`config.mk`:
```
export PLATFORM = sky130hd
export DESIGN_NAME = multiport_register_file
export DESIGN_NICKNAME = d
export VERILOG_FILES = /design/src/rtl/multiport_register_file_pkg.sv /design/src/rtl/multiport_register_file_scoreboard.sv /design/src/rtl/multiport_register_file.sv
export SDC_FILE = /design/constraint.sdc
export NUM_CORES = 1
export LEC_CHECK = 0
export CORE_MARGIN = 10
export CORE_UTILIZATION = 25
export CTS_CLUSTER_SIZE = 30
export DETAILED_ROUTE_END_ITERATION = 8
export PLACE_DENSITY_LB_ADDON = 0.3
export REMOVE_ABC_BUFFERS = 1
export SYNTH_ARGS = -nofsm -noshare
export SYNTH_HDL_FRONTEND = slang
export SYNTH_HIERARCHICAL = 1
export SYNTH_SLANG_ARGS = --single-unit
```
`constraint.sdc`:
```
create_clock -name clk -period 4.65 [get_ports clk]
set_input_delay 0.6975 -clock clk [delete_from_list [all_inputs] [get_ports clk]]
set_output_delay 0.6975 -clock clk [all_outputs]
set_load 0.02 [all_outputs]
```
`src/rtl/multiport_register_file_pkg.sv`:
```
// Shared defaults and constants for the register file, decoder and writeback.
package multiport_register_file_pkg;

    localparam int DEF_DATA_W = 16;
    localparam int DEF_ADDR_W = 5;
    // Architectural zero register address
    localparam int REG_ZERO   = 0;

endpackage

```
`src/rtl/multiport_register_file_scoreboard.sv`:
```
// Busy-bit scoreboard: one bit per register, two clear ports, one set port.
// Reservation beats clear. Read taps are registered and show the post-update state.
module multiport_register_file_scoreboard #(
    parameter int ADDR_W = 5
) (
    input  logic              clk,
    input  logic              rst,
    input  logic              i_clr0_en,
    input  logic [ADDR_W-1:0] i_clr0_addr,
    input  logic              i_clr1_en,
    input  logic [ADDR_W-1:0] i_clr1_addr,
    input  logic              i_set_en,
    input  logic [ADDR_W-1:0] i_set_addr,
    input  logic [ADDR_W-1:0] i_ra,
    input  logic [ADDR_W-1:0] i_rb,
    output logic              o_busyA,
    output logic              o_busyB
);

    localparam int DEPTH = 1 << ADDR_W;

    logic [DEPTH-1:0] r_busy;
    logic [DEPTH-1:0] w_busy_nxt;
    logic             r_busyA;
    logic             r_busyB;

    // Next scoreboard: clears from both write ports first, then the reservation on top
    always_comb begin
        w_busy_nxt = r_busy;
        if (i_clr0_en) w_busy_nxt[i_clr0_addr] = 1'b0;
        if (i_clr1_en) w_busy_nxt[i_clr1_addr] = 1'b0;
        if (i_set_en)  w_busy_nxt[i_set_addr]  = 1'b1;
    end

    // Scoreboard state and read taps (taps see this edge's update)
    always_ff @(posedge clk) begin
        if (rst) begin
            r_busy  <= '0;
            r_busyA <= 1'b0;
            r_busyB <= 1'b0;
        end else begin
            r_busy  <= w_busy_nxt;
            r_busyA <= w_busy_nxt[i_ra];
            r_busyB <= w_busy_nxt[i_rb];
        end
    end

    assign o_busyA = r_busyA;
    assign o_busyB = r_busyB;

endmodule

```
`src/rtl/multiport_register_file.sv`:
```
// Two-write / two-read register file with registered reads, optional
// write-first bypass, zero register and a busy scoreboard for decode stalls.
module multiport_register_file
    import multiport_register_file_pkg::*;
#(
    parameter int DATA_W   = DEF_DATA_W,
    parameter int ADDR_W   = DEF_ADDR_W,
    parameter int ZERO_REG = 1,
    parameter int BYPASS   = 1
) (
    input  logic              clk,
    input  logic              rst,
    input  logic [ADDR_W-1:0] ra,
    input  logic [ADDR_W-1:0] rb,
    input  logic              we0,
    input  logic [ADDR_W-1:0] rw0,
    input  logic [DATA_W-1:0] busw0,
    input  logic              we1,
    input  logic [ADDR_W-1:0] rw1,
    input  logic [DATA_W-1:0] busw1,
    input  logic              rsv_en,
    input  logic [ADDR_W-1:0] rsv_addr,
    output logic [DATA_W-1:0] busA,
    output logic [DATA_W-1:0] busB,
    output logic              busyA,
    output logic              busyB,
    output logic              wr_conflict
);

    localparam int               DEPTH = 1 << ADDR_W;
    localparam logic [ADDR_W-1:0] ZADDR = ADDR_W'(REG_ZERO);
    localparam logic             ZEN   = (ZERO_REG != 0);

    logic [DATA_W-1:0] r_rf [DEPTH];
    logic [DATA_W-1:0] r_busA;
    logic [DATA_W-1:0] r_busB;
    logic              r_conflict;

    logic              w_we0;
    logic              w_we1;
    logic              w_rsv;
    logic              w_conflict;
    logic [DATA_W-1:0] w_rdA;
    logic [DATA_W-1:0] w_rdB;

    // Writes and reservations aimed at the zero register are dropped up front,
    // so they can neither store, clear busy, nor flag a conflict.
    assign w_we0      = we0    && !(ZEN && rw0 == ZADDR);
    assign w_we1      = we1    && !(ZEN && rw1 == ZADDR);
    assign w_rsv      = rsv_en && !(ZEN && rsv_addr == ZADDR);
    assign w_conflict = w_we0 && w_we1 && (rw0 == rw1);

    // Read mux A: array content, optionally overridden by same-cycle writes (port 1 first)
    always_comb begin
        w_rdA = r_rf[ra];
        if (BYPASS != 0) begin
            if (w_we1 && rw1 == ra)      w_rdA = busw1;
            else if (w_we0 && rw0 == ra) w_rdA = busw0;
        end
        if (ZEN && ra == ZADDR) w_rdA = '0;
    end

    // Read mux B: same rules as port A
    always_comb begin
        w_rdB = r_rf[rb];
        if (BYPASS != 0) begin
            if (w_we1 && rw1 == rb)      w_rdB = busw1;
            else if (w_we0 && rw0 == rb) w_rdB = busw0;
        end
        if (ZEN && rb == ZADDR) w_rdB = '0;
    end

    // Data array and output registers; port 1 is written last so it wins on a tie
    always_ff @(posedge clk) begin
        if (rst) begin
            for (int i = 0; i < DEPTH; i++) r_rf[i] <= '0;
            r_busA     <= '0;
            r_busB     <= '0;
            r_conflict <= 1'b0;
        end else begin
            if (w_we0) r_rf[rw0] <= busw0;
            if (w_we1) r_rf[rw1] <= busw1;
            r_busA     <= w_rdA;
            r_busB     <= w_rdB;
            r_conflict <= w_conflict;
        end
    end

    multiport_register_file_scoreboard #(
        .ADDR_W (ADDR_W)
    ) u_sb (
        .clk         (clk),
        .rst         (rst),
        .i_clr0_en   (w_we0),
        .i_clr0_addr (rw0),
        .i_clr1_en   (w_we1),
        .i_clr1_addr (rw1),
        .i_set_en    (w_rsv),
        .i_set_addr  (rsv_addr),
        .i_ra        (ra),
        .i_rb        (rb),
        .o_busyA     (busyA),
        .o_busyB     (busyB)
    );

    assign busA        = r_busA;
    assign busB        = r_busB;
    assign wr_conflict = r_conflict;

endmodule
```
==> flow_metrics.env <==
export IMPL_status="finished, final reports clean"
export IMPL_cpMaxStageDelayCell="nor3_2"
export IMPL_synthesis_area_mm2=0.0337
export IMPL_grt_max_degree=101
export IMPL_clk_pin_slew_ns=0.06
export IMPL_synth_cell_types=87
export IMPL_power_density_mw_per_mm2=344
export IMPL_die_area_mm2=0.150
export IMPL_synth_area_leaders="edfxtp_1 46%, mux4_2 16%, a22o_1 13%"
export IMPL_cp_top_family="simple AND/OR/NAND/NOR gates"
export IMPL_path_max_fanout=10
export IMPL_critPathLaunchType="input port"
export IMPL_r2r_start="r_rf[7][15]$_DFFE_PP_"
export IMPL_cp_num_buf_inv=2
export IMPL_synth_yosys_seq_area_share=0.496
export IMPL_post_route_period_util=0.777
export IMPL_route_antenna_remaining_nets=0
export IMPL_htree_levels=3
export IMPL_min_period_ns=3.61
export IMPL_clkPwrFrac=0.388
export IMPL_cts_tree="yes"
export IMPL_postCtsSetupBuffers=0
export IMPL_worst_pin_slew_ns=1.28
export IMPL_finalInstanceArea_mm2=0.0392
export IMPL_num_rows=134
export IMPL_ys_warnings_count=6
export IMPL_worstReg2RegEnd="busA[15]$_SDFF_PP0_"
export IMPL_cts_buffer_depth=3
export IMPL_grt_pass1_vias=25500
export IMPL_arrival_ns=4.13
export IMPL_grt_usage=0.190
export IMPL_max_clock_freq_mhz=277
export IMPL_gp_congestion=0.941
export IMPL_numCtsBuffers=68
export IMPL_hold_violations=0
export IMPL_vias_per_cell=6.00
export IMPL_hold_path_startpoint="busw0[5]"
export IMPL_overflow=0
export IMPL_worstPathRequired_ns=5.16
export IMPL_final_common_cell="edfxtp_1"
export IMPL_yosysTopAreaCellShare=0.456
export IMPL_critPathMaxStageDelay_ns=1.21
export IMPL_grt_pass1_wl_um=206000
export IMPL_crit_start="we0"
export IMPL_syn_area_per_cell_um2=13.4
export IMPL_whs_ns=0.491
export IMPL_holdPathEnd="busB[5]$_SDFF_PP0_"
export IMPL_intPower_mw=9.61
export IMPL_cts_root_buffer="clkbuf_16"
export IMPL_maxSlewViolCount=0
export IMPL_num_vias=26300
export IMPL_placed_cells_incl_taps=4263
export IMPL_whs_path_depth=3
export IMPL_postSynthRegisterBits=579
export IMPL_initial_core_util=0.252
export IMPL_p_leak_nw=13.0
export IMPL_comb_power_share=0.156
export IMPL_netlist_instances=2511
export IMPL_cts_hold_buf=0
export IMPL_drt_iter0_drc=3594
export IMPL_die_w_um=387
export IMPL_synth_async_reset_ratio=0
export IMPL_core_mm2=0.134
export IMPL_cts_resized=0
export IMPL_dp_hpwl_um=97700
export IMPL_wl_per_cell_um=34.0
export IMPL_syn_to_final_growth_pct=16.3
export IMPL_drc=0
export IMPL_switching_share=0.287
export IMPL_ios=97
export IMPL_setup_viol=0
export IMPL_holdCritPathClass="in2reg"
export IMPL_layoutNonFillerInstCount=4390
export IMPL_synth_edf_count=512
export IMPL_clkLatencyLatePin_ns=0.65
export IMPL_portBuffers=96
export IMPL_rr_worst_depth=5
export IMPL_vdd_drop_max_v=0.000220
export IMPL_cp_end_kind="flip-flop"
export IMPL_critical_path_class="in2reg"
export IMPL_power_frac_seq=0.456
export IMPL_die_height_um=387
export IMPL_placed_cell_area_mm2=0.0371
export IMPL_dr_pass1_iters=6
export IMPL_setup_tns_final_ns=0
export IMPL_drv_cap=0
export IMPL_power_mw=13.5
export IMPL_fin_skew_ns=0.0389
export IMPL_reg2reg_slack_ns=2.08
export IMPL_yosysTopAreaCell="edfxtp_1"
export IMPL_switching_power_mw=3.86
export IMPL_final_cell_mix="512 x edfxtp_1, 508 x a22o_1, 245 x mux4_2"
export IMPL_antenna_found_initial=8
export IMPL_synthFlopType="edfxtp_1"
export IMPL_crit_chain="clkdlybuf4s50_1 > nor2b_1 > nand3_1 > nor3_2 > buf_4 > a22o_1"
export IMPL_maxSlewHeadroom=0.142
export IMPL_cts_sinks=579
export IMPL_nets=2627
export IMPL_drive_gt1_frac=0.252
export IMPL_drt_total_wl_um=149000
export IMPL_rsz0062_at_grt="false"
how the worst max path moves through the flow:
stage	cells past startpoint	slack, ns	to
2_1_floorplan	10	1.54	u_sb/o_busyB$_SDFF_PP0_
4_1_cts	6	1.27	r_rf[19][1]$_DFFE_PP_
3_3_place_gp	6	0.62	r_rf[19][15]$_DFFE_PP_
5_1_grt	6	0.91	r_rf[19][1]$_DFFE_PP_
6_report	6	1.04	r_rf[19][1]$_DFFE_PP_
3_5_place_dp	6	0.58	r_rf[19][15]$_DFFE_PP_
metrics by stage:
stage,setup slack (ns),utilization
floorplan,1.54,-
global placement,0.621,0.277
detailed placement,0.581,0.277
CTS,1.27,0.293
global route,0.906,0.293
finish,1.04,0.293
synthesized netlist by cell type (11+ instances only):
cell	number
xor2_1	14
o22ai_1	46
nor2b_1	26
nor3_1	26
dfxtp_1	67
nand2_1	70
mux2i_1	62
a211oi_1	28
o21ai_0	58
nand3_1	25
nand3b_1	14
mux4_2	245
o221ai_1	15
buf_2	106
nand2b_1	11
edfxtp_1	512
a22oi_1	37
a22o_1	508
or3_1	25
buf_4	12
buf_1	31
and2_1	21
clkbuf_1	163
nor2_1	133
nor3_2	13
a21oi_1	46
flip-flops by register name, indices dropped and copies added, names as in the netlist:
signal        count
busA             16
wr_conflict       1
u_sb/r_busy      32
r_rf            512
u_sb/o_busyB      1
busB             16
u_sb/o_busyA      1
power groups by stage:
stage	combinational, mW	clock (mW)	sequential (mW)
after floorplan	0.838	0	6.20
after global placement	2.04	0	6.24
after detailed placement	2.04	0	6.24
after CTS	2.05	5.28	6.14
after global routing	2.14	5.46	6.17
final	2.10	5.23	6.14
cell type report:
class | instances | area [µm²]
Clock buffer | 89 | 1850
Inverter | 10 | 37.5
Antenna cell | 4 | 10.0
Multi-Input combinational cell | 1615 | 15700
Sequential cell | 579 | 16700
Tap cell | 1768 | 2210
Timing Repair Buffer | 291 | 2450
Clock inverter | 34 | 228
Fill cell | 13500 | 94600
cells by family after synthesis:
kind of cell	synth area share
AO/OA/AOI/OAI	0.194
XOR/XNOR	0.00624
buffers and inverters	0.0445
flip-flops	0.496
multiplexers	0.186
other	0.000111
AND/OR/NAND/NOR	0.0737
worst register-to-register path: stages, from the launching register on:
cell	delay, ns
edfxtp_1	0.39
mux4_2	0.57
a22o_1	0.22
a221oi_1	0.77
a21oi_1	0.22
a221o_1	0.30
per-layer routing:
layer / track usage / share of wire / routed length [µm] / up-vias
li1: - / - / - / 10500
met1: 0.249 / 0.40 / 59600 / 13700
met2: 0.288 / 0.44 / 65700 / 1780
met3: 0.0614 / 0.12 / 17300 / 293
met4: 0.0740 / 0.043 / 6410 / 12
met5: 0.00542 / 0.0012 / 173 / -
Note: power is estimated with default switching activity, not from simulation.
